**config.mk**
```make
export PLATFORM = sky130hd
export DESIGN_NAME = demux16_capture
export DESIGN_NICKNAME = d
export VERILOG_FILES = /design/src/rtl/demux_pkg.sv /design/src/rtl/demux1to4.sv /design/src/rtl/demux16_capture.sv
export SDC_FILE = /design/constraint.sdc
export NUM_CORES = 1
export LEC_CHECK = 0
export CAP_MARGIN = 20
export CORE_MARGIN = 2
export CORE_UTILIZATION = 50
export DETAILED_ROUTE_END_ITERATION = 10
export GPL_TIMING_DRIVEN = 0
export PLACE_DENSITY = 0.75
export SLEW_MARGIN = 20
export SYNTH_ARGS = -nofsm -noshare
export SYNTH_HDL_FRONTEND = slang
export SYNTH_SLANG_ARGS = --single-unit
export TNS_END_PERCENT = 1
```
**constraint.sdc**
```tcl
create_clock -name clk -period 2.9 [get_ports clk]
set_clock_uncertainty 0.15 [all_clocks]
set_input_delay 0.29 -clock clk [delete_from_list [all_inputs] [get_ports clk]]
set_output_delay 0.29 -clock clk [all_outputs]
set_load 0.005 [all_outputs]
```
**src/rtl/demux_pkg.sv**
```systemverilog
// Shared constants for the 16-bit serial capture block: default select width,
// word-width derivation and the capture FSM state encoding.
package demux_pkg;

    localparam int SEL_W_DEF = 4;

    localparam logic ST_IDLE    = 1'b0;
    localparam logic ST_CAPTURE = 1'b1;

    function automatic int out_width(input int sel_w);
        return 1 << sel_w;
    endfunction

    localparam int OUT_W_DEF = out_width(SEL_W_DEF);

endpackage

```
**src/rtl/demux1to4.sv**
```systemverilog
// Combinational 1:4 one-hot decoder with enable; building block of the
// shadow-register write-enable tree.
module demux1to4 (
    input  logic       en,
    input  logic [1:0] s,
    output logic [3:0] y
);

    always_comb begin
        y = 4'b0000;
        if (en) begin
            y[s] = 1'b1;
        end
    end

endmodule

```
**src/rtl/demux16_capture.sv**
```systemverilog
// Serial-to-parallel capture: steers an accepted 1-bit stream into a shadow
// word indexed by a select counter, then publishes the word with a 1-cycle pulse.
module demux16_capture
    import demux_pkg::*;
#(
    parameter int SEL_W     = SEL_W_DEF,
    parameter bit MSB_FIRST = 1'b0
) (
    input  logic                      clk,
    input  logic                      rst_n,
    input  logic                      start,
    input  logic                      abort,
    input  logic                      din,
    input  logic                      din_valid,
    output logic                      busy,
    output logic [SEL_W-1:0]          sel,
    output logic [(1 << SEL_W)-1:0]   dout,
    output logic                      dout_valid
);

    // state | meaning
    // IDLE    | waiting for start; dout holds the last completed word
    // CAPTURE | accepting din on din_valid into shadow[pos(sel)]

    localparam int OUT_W = 1 << SEL_W;

    logic             state_q, state_d;
    logic [SEL_W-1:0] sel_q, sel_d;
    logic [OUT_W-1:0] shadow_q, shadow_d;
    logic [OUT_W-1:0] dout_q, dout_d;
    logic             dout_valid_q, dout_valid_d;
    logic             busy_q;

    logic             accept;
    logic [SEL_W-1:0] pos;
    logic [OUT_W-1:0] we;

    assign accept = (state_q == ST_CAPTURE) && din_valid && !abort;
    // OUT_W-1-sel is the bitwise complement of sel for a power-of-two width.
    assign pos    = MSB_FIRST ? ~sel_q : sel_q;

    generate
        if (SEL_W == 4) begin : g_tree
            logic [3:0] grp_en;

            demux1to4 u_grp (
                .en (accept),
                .s  (pos[3:2]),
                .y  (grp_en)
            );

            for (genvar g = 0; g < 4; g++) begin : g_leaf
                demux1to4 u_leaf (
                    .en (grp_en[g]),
                    .s  (pos[1:0]),
                    .y  (we[g*4 +: 4])
                );
            end
        end else begin : g_flat
            assign we = accept ? (OUT_W'(1) << pos) : '0;
        end
    endgenerate

    always_comb begin
        state_d      = state_q;
        sel_d        = sel_q;
        shadow_d     = shadow_q;
        dout_d       = dout_q;
        dout_valid_d = 1'b0;

        for (int i = 0; i < OUT_W; i++) begin
            if (we[i]) begin
                shadow_d[i] = din;
            end
        end

        if (state_q == ST_IDLE) begin
            if (start) begin
                state_d = ST_CAPTURE;
                sel_d   = '0;
            end
        end else begin
            if (abort) begin
                state_d = ST_IDLE;
                sel_d   = '0;
            end else if (din_valid) begin
                sel_d = sel_q + 1'b1;
                if (sel_q == '1) begin
                    state_d      = ST_IDLE;
                    dout_d       = shadow_d;
                    dout_valid_d = 1'b1;
                end
            end
        end
    end

    always_ff @(posedge clk) begin
        if (!rst_n) begin
            state_q      <= ST_IDLE;
            sel_q        <= '0;
            shadow_q     <= '0;
            dout_q       <= '0;
            dout_valid_q <= 1'b0;
            busy_q       <= 1'b0;
        end else begin
            state_q      <= state_d;
            sel_q        <= sel_d;
            shadow_q     <= shadow_d;
            dout_q       <= dout_d;
            dout_valid_q <= dout_valid_d;
            busy_q       <= (state_d == ST_CAPTURE);
        end
    end

    assign busy       = busy_q;
    assign sel        = sel_q;
    assign dout       = dout_q;
    assign dout_valid = dout_valid_q;

endmodule

```
==> results of run 1 <==
registers in the layout, indices dropped and copies added (netlist names):
signal / flops
busy: 1
sel: 4
dout_valid: 1
dout: 16
shadow_q: 16
placed cells by master (no fill, tap or decap), types with 2 or more instances in the layout:
master,n
a21oi_1,34
a311oi_1,6
a41oi_1,2
and4b_1,4
buf_2,6
buf_4,2
buf_6,3
clkbuf_1,8
clkbuf_4,5
clkdlybuf4s50_1,26
dfxtp_1,38
ha_1,5
inv_1,3
nand2_1,11
nand2b_1,4
nand3_1,29
nand4b_1,5
nor2_1,4
nor2b_1,2
o21ai_0,29
how the worst max path moves through the flow:
stage	start	endpoint	depth (start not counted)
after floorplan	sel[0]	dout[1]	5
final	sel[1]	dout[3]	5
after detailed placement	abort	dout[3]	5
after global routing	sel[1]	dout[3]	5
after CTS	sel[0]	dout[3]	5
after global placement	abort	dout[5]	5
tightest hold or removal path, cell delays in order:
cell,delay [ns]
buf_2,0.16
nand3_1,0.08
a21oi_1,0.05
layout make-up:
type / count / area, sq um / share of cell area
timing repair buffer: 26 / 260 / 0.124
sequential: 38 / 761 / 0.364
clock inverter: 1 / 30.0 / 0.0144
clock buffer: 7 / 45.0 / 0.0215
buffer: 18 / 106 / 0.0509
multi-input combinational: 142 / 820 / 0.392
inverter: 3 / 11.3 / 0.00539
tap: 46 / 57.6 / 0.0275
cells by family after synthesis:
family	after synthesis
AO/OA/AOI/OAI	73
adder cells (fa/ha/maj)	5
buffers and inverters	21
flip-flops	38
AND/OR/NAND/NOR	64
per-layer routing:
layer	vias to the layer above	routed length, microns	track usage
li1	804	-	-
met1	738	1850	0.285
met2	52	1780	0.326
met4	0	61	0.0806
met5	-	0	0
met3	7	246	0.0634
metrics by stage:
stage,util,hold WS (ns)
6_report,0.632,0.124
5_1_grt,0.632,0.119
4_1_cts,0.632,0.122
3_5_place_dp,0.609,0.308
3_3_place_gp,0.609,0.303
2_1_floorplan,-,0.290
power by group through the flow:
stage / registers (uW) / logic, uW / clock network (uW)
global placement: 538 / 46.8 / 0
CTS: 526 / 47.4 / 356
floorplan: 538 / 29.0 / 0
global route: 527 / 52.0 / 380
detailed placement: 538 / 47.2 / 0
finish: 526 / 47.4 / 351
==> impl_metrics.yaml, run 1 <==
timing:
  final.period_utilization: 0.690
  timing.final.setup_violations: 0
  period_minus_slack_ns: 2.00
  timing_worst_slew_pin_value_ns: 0.534
  final_max_slew_viol_count: 0
  post-route-worst-setup-slack_ns: 0.900
  slew_headroom: 0.644
  fmax_mhz: 500
  timing.final.hold_violations: 0
  rsz0062_at_grt: "no"
  setup_total_negative_slack_ns: 0
drt:
  vias: 1601
  antenna_violating_nets_left: 0
  remaining_drc_errors: 0
  routed_wire_length_per_instance_microns: 14.0
  avgViaCountPerCell: 5.70
  dr.first_iter.drc_count: 87
  detail_route.wirelength_microns: 3940
  drtPass1Iterations: 4
global_routing:
  first_global_vias: 1415
  global_route.usage.total: 0.213
  first_pass_grt_wire_length_microns: 6540
  number_of_antenna_violations_at_the_first_check_in_global_routing: 0
  largest_net_degree_at_the_start_of_global_routing: 12
  grt.overflow.total: 0
min_path:
  min_delay_path_depth: 3
  min_from: "din"
  hold_path_end: "shadow_q[14]"
  hp_class: "in2reg"
synth:
  ys_dominant_reg_cell: "dfxtp_1"
  synth_xor_xnor_area_share: 0
  synth.cell_area_sq_mm: 0.00170
  yosys.area.top_type_share: 0.448
  asyncSetResetFlopFracSynth: 0
  synth.mux.area_fraction: 0
  syn-num-nets: 212
  synth.yosys.seq_area_share: 0.448
  synthSimpleGateAreaFrac: 0.209
  syn_area_per_cell_sq_um: 8.45
  synth_top_area_cell: "dfxtp_1"
  post_synth_num_cell_types: 26
  synth.top_cells.by_count: "38 x dfxtp_1, 34 x a21oi_1, 29 x nand3_1, 29 x o21ai_0, 11 x nand2_1"
  synth.most_common_cell: "dfxtp_1"
  synth-adder-area-share: 0.0368
  dominant_combinational_cell_family_by_area_after_synthesis: "compound AO/OA/AOI/OAI gates"
  synth.ff_latch_count: 38
  ys_warn_count: 0
  synth_compound_gate_area_share: 0.237
  number_of_standard_cells_after_synthesis: 201
  synth_area_leaders: "dfxtp_1 45%, a21oi_1 10%, nand3_1 8.5%"
  synth_edf_count: 0
die:
  core.rowCount: 21
  io-pin-count: 28
  die_width_microns: 62.3
  die-height_microns: 62.3
  design.core.area_sq_mm: 0.00331
  start_util: 0.513
  total_die_area_sq_mm: 0.00388
worst_setup_path:
  rrSetupSlack_ns: 0.90
  crit_buf_inv: 1
  arrival_ns: 2.07
  worst_path_max_delay_cell: "dfxtp_1"
  timing.critical_path.from_type: "flop"
  worst_r2r_startpoint: "sel[1]"
  reg2reg_to: "dout[3]"
  critPathCaptureType: "flop"
  ff2ff_path_depth: 5
  worst-setup-path-type: "reg2reg"
  worst-path-max-fanout: 10
  critPathTopFamily: "flip-flops"
  critPathRequiredTime_ns: 2.97
  timing.critical_path.cells: "ha_1 > nand4b_1 > clkbuf_1 > o21ai_0 > a21oi_1"
  timing.critical_path.slowest_cell_delay_ns: 0.51
pwr:
  combinationalPowerShare: 0.051
  pwr-share-seq: 0.569
  pwr-share-clk: 0.380
  fin_total_pwr_uw: 924
  internal_power_uw: 726
  power-per-cell-area_mw_per_mm2: 442
  cellLeakagePower_uw: 0.000687
  power_spent_charging_and_discharging_nets_uw: 199
  power.switching_fraction: 0.215
  power.ir.vdd_worst_v: 0.000308
finish:
  num-nets-final: 245
  stdcell_area_sq_mm: 0.00209
  final_layout_size_suffix_gt1_frac: 0.0809
  nFillCells: 313
  fin_cells: 281
  syn_to_final_growth_pct: 23.1
  diodes: 0
placement:
  detailed_place.area_sq_mm: 0.00202
  placement.io_buffers: 26
  place.gp.congestion: 0.853
  place_ws_ns: 0.823
  place_inst: 273
  dp.final_hpwl_microns: 2760
clock_network:
  insertion_delay_ns: 0.35
  cts-htree-levels: 2
  post_cts_buffers: 0
  cts_tree: "built"
  cts_inserted_buffers: 5
  cts_root_buffer: "clkbuf_4"
  cts_resized: 0
  post_cts_hold_buffer_count: 0
  clkSlewWorstSetupHoldPaths_ns: 0.11
  clock_sink_count: 38
  max-clock-path-buffers: 2
job:
  maxCapViolCount: 0
outcome:
  outcome: "completed"
No activity file was read; power rests on OpenSTA's default activity.
==> inputs of run 2 (changes only) <==
CORE_UTILIZATION = 47   (was 50)
PLACE_DENSITY = 0.74   (was 0.75)
clock period = 1.7 ns   (was 2.9 ns; I/O delays follow)
==> run 2 against run 1 <==
Against the previous run: first-iteration DRC count grew 46%; final cell count rose by 0.71%; combinational power rose by 74%; critical path type unchanged; maximum frequency up 25%; sequential cell count is the same; largest power group unchanged; worst setup slack worse by 0.80 ns; via count fell by 0.25%; sequential share of layout area is 0.16 points lower; clock-buffer cell count stayed put; utilization down 1.1 points; sequential power increased by 70%.
==> impl_metrics.yaml, run 2 (synthesis gave the netlist of run 1 again) <==
job:
  maxCapViolCount: 0
die:
  start_util: 0.497
  core.rowCount: 21
  total_die_area_sq_mm: 0.00411
  die_width_microns: 64.1
  design.core.area_sq_mm: 0.00342
  io-pin-count: 28
  die-height_microns: 64.1
placement:
  place_ws_ns: -0.252
  dp.final_hpwl_microns: 2720
  place.gp.congestion: 0.818
  placement.io_buffers: 26
  place_inst: 273
finish:
  most_frequent_cells_in_the_layout: "36 x dfxtp_1, 34 x a21oi_1, 29 x nand3_1, 29 x o21ai_0, 26 x clkdlybuf4s50_1"
  layout_commonest_cell: "dfxtp_1"
  diodes: 0
  final_layout_size_suffix_gt1_frac: 0.101
  num-nets-final: 247
  syn_to_final_growth_pct: 24.9
  fin_cells: 283
worst_setup_path:
  rrSetupSlack_ns: 0.1
  timing.critical_path.from_type: "flop"
  worst-setup-path-type: "reg2reg"
  critPathRequiredTime_ns: 1.78
  critPathCaptureType: "flop"
  arrival_ns: 1.68
  worst-path-max-fanout: 10
drt:
  antenna_violating_nets_left: 0
  vias: 1597
  dr.first_iter.drc_count: 127
  detail_route.wirelength_microns: 4000
  drtPass1Iterations: 4
  routed_wire_length_per_instance_microns: 14.1
  remaining_drc_errors: 0
  avgViaCountPerCell: 5.64
pwr:
  cellLeakagePower_uw: 0.000702
  power.switching_fraction: 0.224
  power.ir.vdd_worst_v: 0.000483
  pwr-share-clk: 0.387
  pwr-share-seq: 0.562
  power-per-cell-area_mw_per_mm2: 752
  power_spent_charging_and_discharging_nets_uw: 357
  combinationalPowerShare: 0.052
  internal_power_uw: 1240
timing:
  rsz0062_at_grt: "no"
  period_minus_slack_ns: 1.60
  final_max_slew_viol_count: 0
  timing_worst_slew_pin_value_ns: 0.512
  fmax_mhz: 624
  timing.final.hold_violations: 0
  worst_case_hold_slack_ns: 0.294
  setup_total_negative_slack_ns: 0
  final.period_utilization: 0.943
  slew_headroom: 0.659
  post-route-worst-setup-slack_ns: 0.0968
  timing.final.setup_violations: 0
global_routing:
  largest_net_degree_at_the_start_of_global_routing: 12
  first_pass_grt_wire_length_microns: 6910
  global_route.usage.total: 0.213
  grt.overflow.total: 0
  number_of_antenna_violations_at_the_first_check_in_global_routing: 0
  first_global_vias: 1461
clock_network:
  insertion_delay_ns: 0.35
  cts_tree: "built"
  clkSlewWorstSetupHoldPaths_ns: 0.11
  cts_inserted_buffers: 5
  cts-htree-levels: 2
  cts_root_buffer: "clkbuf_4"
  clock_sink_count: 38
  max-clock-path-buffers: 2
min_path:
  hp_class: "in2reg"
outcome:
  outcome: "completed"
## run 2: through the flow
stage                     utilization  instance area [sq um]  total power [uW]
after floorplan                     -                   1700               967
after global placement          0.590                   2020               997
after detailed placement        0.590                   2020               998
after CTS                       0.618                   2110              1600
after global routing            0.621                   2120              1640
final                           0.621                   2120              1590
## run 2: worst paths after layout
kind	start	to	cells after the start
max reg2reg	sel[0]	dout[9]	5
min	start	busy	3
max	sel[0]	dout[9]	5
min reg2reg	shadow_q[1]	dout[1]	2
## run 2: layout make-up
class / instances / area [sq um]
clock inverters: 1 / 30.0
plain buffers: 18 / 111
inverters: 3 / 11.3
repair buffers: 28 / 278
multi-input cells: 142 / 820
clock buffers: 7 / 45.0
well taps: 46 / 57.6
flip-flops and latches: 38 / 768
fillers: 323 / 1290
## run 2: repair_timing
action                                  in CTS  in global routing
endpoints found under the setup margin      22                 14
setup buffers                                1                  0
hold buffers                                 1                  0
gates resized for setup                      2                  8
endpoints found under the hold margin        7                  0
## run 2: critical path: stages, from the launching register on
cell and delay (ns):
dfxtp_4 0.41, ha_1 0.20, nand4b_1 0.22, clkbuf_4 0.25, o21ai_0 0.16, a21oi_1 0.09
## run 2: routing by layer
layer | global-route usage | part of all wire | vias to the layer above
li1 | - | - | 804
met1 | 0.300 | 0.46 | 730
met2 | 0.326 | 0.46 | 58
met3 | 0.0440 | 0.073 | 5
met4 | 0.0718 | 0.0097 | 0
met5 | 0 | 0 | -
## run 2: power groups by stage
stage                     sequential (uW)  clock (uW)  combinational, uW
after floorplan                       917           0               49.4
after global placement                918           0               79.1
after detailed placement              918           0               79.7
after CTS                             898         620               82.2
after global routing                  897         655               92.2
final                                 896         616               82.3
